**config.mk**
```make
export PLATFORM = sky130hd
export DESIGN_NAME = cloud_scheduler
export DESIGN_NICKNAME = d
export VERILOG_FILES = /design/src/rtl/cloud_pkg.sv /design/src/rtl/lfsr10.sv /design/src/rtl/cloud_scheduler.sv
export SDC_FILE = /design/constraint.sdc
export NUM_CORES = 1
export LEC_CHECK = 0
export CAP_MARGIN = 40
export CORE_ASPECT_RATIO = 1.1
export CORE_MARGIN = 8
export CORE_UTILIZATION = 45
export DETAILED_ROUTE_END_ITERATION = 6
export PLACE_DENSITY_LB_ADDON = 0.08
export SETUP_SLACK_MARGIN = 0.4
export SLEW_MARGIN = 20
export SYNTH_ARGS = -nofsm -noshare
export SYNTH_HDL_FRONTEND = slang
export SYNTH_SLANG_ARGS = --single-unit
```
**constraint.sdc**
```tcl
create_clock -name frame_clk -period 3.6 [get_ports frame_clk]
set_input_delay 0.54 -clock frame_clk [delete_from_list [all_inputs] [get_ports frame_clk]]
set_output_delay 0.54 -clock frame_clk [all_outputs]
set_load 0.03 [all_outputs]
```
**src/rtl/cloud_pkg.sv**
```systemverilog
// Shared types and helpers for the background sprite schedulers.
package cloud_pkg;

   localparam int unsigned MaxSlots = 8;
   // Fibonacci taps for x^10 + x^7 + 1 (bits 9 and 6 of the shift register).
   localparam logic [9:0] LFSR_TAPS = 10'h240;

   typedef struct packed {
      logic       active;
      logic [9:0] x;
      logic [9:0] y;
   } cloud_slot_t;

   typedef struct packed {
      logic       valid;
      logic [2:0] idx;
   } free_slot_t;

   function automatic free_slot_t first_free(input logic [MaxSlots-1:0] active_vec);
      free_slot_t res;
      res = '0;
      for (int i = int'(MaxSlots) - 1; i >= 0; i--) begin
         if (!active_vec[i]) begin
            res.valid = 1'b1;
            res.idx   = 3'(i);
         end
      end
      return res;
   endfunction

endpackage

```
**src/rtl/lfsr10.sv**
```systemverilog
// 10-bit Fibonacci LFSR, shifting on every frame edge regardless of game state.
module lfsr10
   import cloud_pkg::*;
#(
   parameter logic [9:0] Seed = 10'h1A5
) (
   input  logic       Reset,
   input  logic       frame_clk,
   output logic [9:0] q_o
);

   logic [9:0] q_q, q_d;

   always_comb begin
      q_d = {q_q[8:0], ^(q_q & LFSR_TAPS)};
   end

   always_ff @(posedge frame_clk or posedge Reset) begin
      if (Reset) begin
         q_q <= Seed;
      end else begin
         q_q <= q_d;
      end
   end

   assign q_o = q_q;

endmodule

```
**src/rtl/cloud_scheduler.sv**
```systemverilog
// Fixed pool of cloud sprites: periodic spawn at the right edge, per-frame scroll,
// retire at the left edge.
module cloud_scheduler
   import cloud_pkg::*;
#(
   parameter int unsigned N_SLOTS      = 4,
   parameter int unsigned SPAWN_PERIOD = 120,
   parameter int unsigned X_START      = 639,
   parameter int unsigned Y_MIN        = 250,
   parameter int unsigned STEP         = 1,
   parameter logic [9:0]  LFSR_SEED    = 10'h1A5
) (
   input  logic                  Reset,
   input  logic                  frame_clk,
   input  logic                  run_i,
   input  logic                  clear_i,
   output logic [10*N_SLOTS-1:0] cloud_x_o,
   output logic [10*N_SLOTS-1:0] cloud_y_o,
   output logic [N_SLOTS-1:0]    cloud_active_o,
   output logic                  spawn_miss_o
);

   localparam int unsigned CntW = $clog2(SPAWN_PERIOD + 1);
   localparam logic [CntW-1:0] CntLast = CntW'(SPAWN_PERIOD - 1);
   localparam logic [9:0] StepV  = 10'(STEP);
   localparam logic [9:0] XStart = 10'(X_START);
   localparam logic [9:0] YMin   = 10'(Y_MIN);

   cloud_slot_t [N_SLOTS-1:0] slots_q, slots_d;
   logic [CntW-1:0]           cnt_q, cnt_d;
   logic                      miss_q, miss_d;
   logic [9:0]                lfsr;
   logic [MaxSlots-1:0]       busy;
   free_slot_t                free;

   lfsr10 #(
      .Seed(LFSR_SEED)
   ) u_lfsr (
      .Reset    (Reset),
      .frame_clk(frame_clk),
      .q_o      (lfsr)
   );

   // Slots beyond the pool size are reported busy so they are never chosen.
   always_comb begin
      busy = '1;
      for (int i = 0; i < int'(N_SLOTS); i++) begin
         busy[i] = slots_q[i].active;
      end
      free = first_free(busy);
   end

   always_comb begin
      slots_d = slots_q;
      cnt_d   = cnt_q;
      miss_d  = 1'b0;
      if (clear_i) begin
         for (int i = 0; i < int'(N_SLOTS); i++) begin
            slots_d[i].active = 1'b0;
         end
         cnt_d = '0;
      end else if (run_i) begin
         for (int i = 0; i < int'(N_SLOTS); i++) begin
            if (slots_q[i].active) begin
               if (slots_q[i].x < StepV) begin
                  slots_d[i].active = 1'b0;
               end else begin
                  slots_d[i].x = slots_q[i].x - StepV;
               end
            end
         end
         if (cnt_q == CntLast) begin
            cnt_d = '0;
            // The chosen slot was idle before this edge, so its scroll above was a no-op.
            if (free.valid) begin
               for (int i = 0; i < int'(N_SLOTS); i++) begin
                  if (free.idx == 3'(i)) begin
                     slots_d[i].active = 1'b1;
                     slots_d[i].x      = XStart;
                     slots_d[i].y      = YMin + {3'b000, lfsr[6:0]};
                  end
               end
            end else begin
               miss_d = 1'b1;
            end
         end else begin
            cnt_d = cnt_q + CntW'(1);
         end
      end
   end

   always_ff @(posedge frame_clk or posedge Reset) begin
      if (Reset) begin
         slots_q <= '0;
         cnt_q   <= '0;
         miss_q  <= 1'b0;
      end else begin
         slots_q <= slots_d;
         cnt_q   <= cnt_d;
         miss_q  <= miss_d;
      end
   end

   always_comb begin
      cloud_x_o      = '0;
      cloud_y_o      = '0;
      cloud_active_o = '0;
      for (int i = 0; i < int'(N_SLOTS); i++) begin
         cloud_x_o[10*i +: 10] = slots_q[i].x;
         cloud_y_o[10*i +: 10] = slots_q[i].y;
         cloud_active_o[i]     = slots_q[i].active;
      end
   end

   assign spawn_miss_o = miss_q;

endmodule
```
==> reports/results.txt <==
# DRC - 0
Final Skew - 0.00984 ns
cts bufs inserted - 9
global-route wire length before repair - 19.0 mm
hold wc startpoint - u_lfsr.q_o[7]
top cells by area, synth - sky130_fd_sc_hd__dfrtp_1 50%, sky130_fd_sc_hd__mux2_2 5.3%, sky130_fd_sc_hd__nand2_1 3.3%, sky130_fd_sc_hd__dfstp_2 2.8%, sky130_fd_sc_hd__nor2_1 2.8%
worst skew pair latency - 0.34 ns
Via Count - 3650
number of hold buffers added after CTS - 0
worst slew pin tran - 0.811 ns
most frequently used cell type in the post-synthesis netlist - sky130_fd_sc_hd__dfrtp_1
cell count after synthesis - 441
Worst VDD drop - 235 uV
worst slew margin relative to its limit - 0.455
final critical delay including setup and external delays - 2.54 ns
overall track demand over capacity in global routing - 0.170
worst reg2reg path startpoint - cnt_q[0]
series of cell instances along the critical path - ha_1 > nand3_1 > or3_4 > nor3_4 > mux2_2
number of library cell types mapped by synthesis - 56
fin nets - 534
Setup Slack @ Placement - 0.883 ns
endpoint of the worst hold-timing path - u_lfsr.q_o[8]
combinational cell fraction of total power - 0.098
H-tree levels - 3
non-filler instance count after layout - 652
unrepaired setup endpoints after global routing - no
number of nets still failing antenna checks after routing - 0
Tightest Hold Check Type - reg2reg
Horiz. Die Dim - 113 um
leak pwr - 2.68 nW
post-synthesis sequential element count - 98
Antenna Cells - 0
internal power - 1.77 mW
TritonCTS clock tree - yes
Slew Viols, Final - 0
Layout Area Growth over Synthesis - 27.2%
overall die area - 13900 um2
worst r2r dst - cloud_y_o[37]
Site Rows - 39
area of the core - 10200 um2
ratio of routed vias to standard cells - 5.60
CP Max Fanout - 11
FFs w/ async S/R, synth - 1.00
top cells by instance count after synthesis - 93 x sky130_fd_sc_hd__dfrtp_1, 41 x sky130_fd_sc_hd__nand2_1, 35 x sky130_fd_sc_hd__nor2_1
Flop pwr share - 0.486
maximum count of clock buffers along a single path - 2
Final Hold Fails - 0
buffers added on ports - 84
first-pass iteration count of the detailed router - 4
endpoint type of the worst setup path - flip-flop
placed instance count - 635
number of cells upsized or downsized after cts - 0
Worst R2R Setup Slack - 1.06 ns
ratio of cells with drive above 1 in the final layout - 0.127
Mapped Avg Cell Area - 10.6 um2
Max Freq - 393 MHz
effective utilization at floorplan - 0.455
area of the multi-input gates - 2030 um2
DRT iter0 DRCs - 163
sw frac - 0.262
Final GP Congestion - 0.827
cells on worst reg2reg path - 5
Final WS setup - 1.06 ns
initial antenna violation count - 0
root buf cell - sky130_fd_sc_hd__clkbuf_16
relative contribution of the clock network to total power - 0.416
per-cell routed wire length - 17.5 um
number of filler instances in the final layout - 915
yosys synthesis warning count - 0
CTS sink cnt - 98
detailed-placement wirelength estimate - 7.94 mm
element type at the critical path start - flip-flop
Final Hold Slack - 0.367 ns
Most used DFF post-synth - sky130_fd_sc_hd__dfrtp_1
Worst Path Arrival - 2.76 ns
total placed instance area - 5610 um2
routed wire length - 11.4 mm
I/O pin count - 89
Critical-path top delay cell - sky130_fd_sc_hd__or3_4
design area - 5930 um2
max-capacitance violation count - 0
Power per Cell Area - 405 nW/um2
most area-hungry cell type in the Yosys netlist - sky130_fd_sc_hd__dfrtp_1
share of the synthesized area in the top cell type - 0.499
grt total ovfl - 0
height of the chip - 123 um
register area share after synthesis - 0.528
post-synth design cell area - 4660 um2
pin count of the biggest net entering global routing - 99
status - completed
Data required, critical path - 3.82 ns
worst stage delay on the critical path - 0.55 ns
Sequential Area - 2460 um2
clock-pin slew on the worst setup and hold paths - 0.08 ns
Net Sw Power - 628 uW
worst hold path stage count - 0
final worst-path cycle share - 0.706
critical setup path kind - reg2reg
final setup TNS - 0 ns
number of global-route vias before repair - 3645
post-CTS setup buffers - 0
final setup vio count - 0
EDFF count, synth - 0
==> power by group through the flow <==
stage	registers [mW]	logic, mW	clock network, mW
2_1_floorplan	1.23	0.0984	0
4_1_cts	1.17	0.238	1.02
3_3_place_gp	1.19	0.234	0
5_1_grt	1.17	0.257	1.06
3_5_place_dp	1.19	0.238	0
6_report	1.17	0.234	0.997
==> sequential cells by signal (all words and copies together) (netlist names) <==
register        flops
cloud_active_o      4
cloud_x_o          40
cloud_y_o          36
cnt_q               7
spawn_miss_o        1
u_lfsr.q_o         10
==> per-layer routing <==
layer	share of wire	up-vias	track usage
met2	0.47	86	0.271
met4	0.014	0	0.0558
met5	0	-	0
met3	0.065	12	0.0492
li1	-	1762	-
met1	0.45	1790	0.218
==> layout make-up <==
class / instances / share of cell area
inverters: 15 / 0.00992
clock buffers: 9 / 0.0380
clock inverters: 7 / 0.0141
repair buffers: 93 / 0.155
multi-input cells: 307 / 0.342
flip-flops and latches: 98 / 0.415
well taps: 123 / 0.0260
==> per-stage QoR <==
stage | power, mW | util
2_1_floorplan | 1.33 | -
3_3_place_gp | 1.42 | 0.547
3_5_place_dp | 1.43 | 0.547
4_1_cts | 2.42 | 0.578
5_1_grt | 2.49 | 0.578
6_report | 2.40 | 0.578
==> critical path: cells and delay by family, from the launching register on <==
family	cells	cell delay (ns)
DFF	1	0.39
muxes	1	0.40
and+or+nand+nor	3	1.40
adders and majority gates	1	0.22
==> how the worst max path moves through the flow <==
stage,from,to,slack (ns),depth (start not counted)
finish,cnt_q[0],cloud_y_o[37],1.06,5
CTS,cnt_q[0],cloud_y_o[36],1.07,5
detailed placement,clear_i,cloud_y_o[3],0.88,6
global route,cnt_q[0],cloud_y_o[37],0.89,5
global placement,clear_i,cloud_y_o[5],0.92,6
floorplan,Reset,cloud_active_o[0],0.51,1
==> cell usage in the layout, fill, tap and decap left out, types with 7 or more instances in the layout <==
cell type	count
sky130_fd_sc_hd__a21oi_1	12
sky130_fd_sc_hd__a31oi_1	14
sky130_fd_sc_hd__buf_4	7
sky130_fd_sc_hd__clkbuf_16	9
sky130_fd_sc_hd__clkdlybuf4s50_1	84
sky130_fd_sc_hd__dfrtp_1	93
sky130_fd_sc_hd__inv_1	14
sky130_fd_sc_hd__mux2_2	22
sky130_fd_sc_hd__mux2i_1	9
sky130_fd_sc_hd__nand2_1	41
sky130_fd_sc_hd__nand3_1	17
sky130_fd_sc_hd__nand4_1	7
sky130_fd_sc_hd__nor2_1	35
sky130_fd_sc_hd__nor3_1	21
sky130_fd_sc_hd__o211ai_1	7
sky130_fd_sc_hd__o21ai_0	14
==> logic make-up (layout without fill, tap and decap cells) <==
kind of cell / Yosys count / after routing / share of synthesized area
AND/OR/NAND/NOR: 179 / 179 / 0.210
flip-flops: 98 / 98 / 0.528
AO/OA/AOI/OAI: 73 / 73 / 0.104
buffers and inverters: 39 / 124 / 0.0403
multiplexers: 33 / 33 / 0.0789
XOR/XNOR: 12 / 12 / 0.0226
adder cells (fa/ha/maj): 6 / 6 / 0.0161
other: 1 / 4 / 0.000805
No activity file was read; power rests on OpenSTA's default activity.
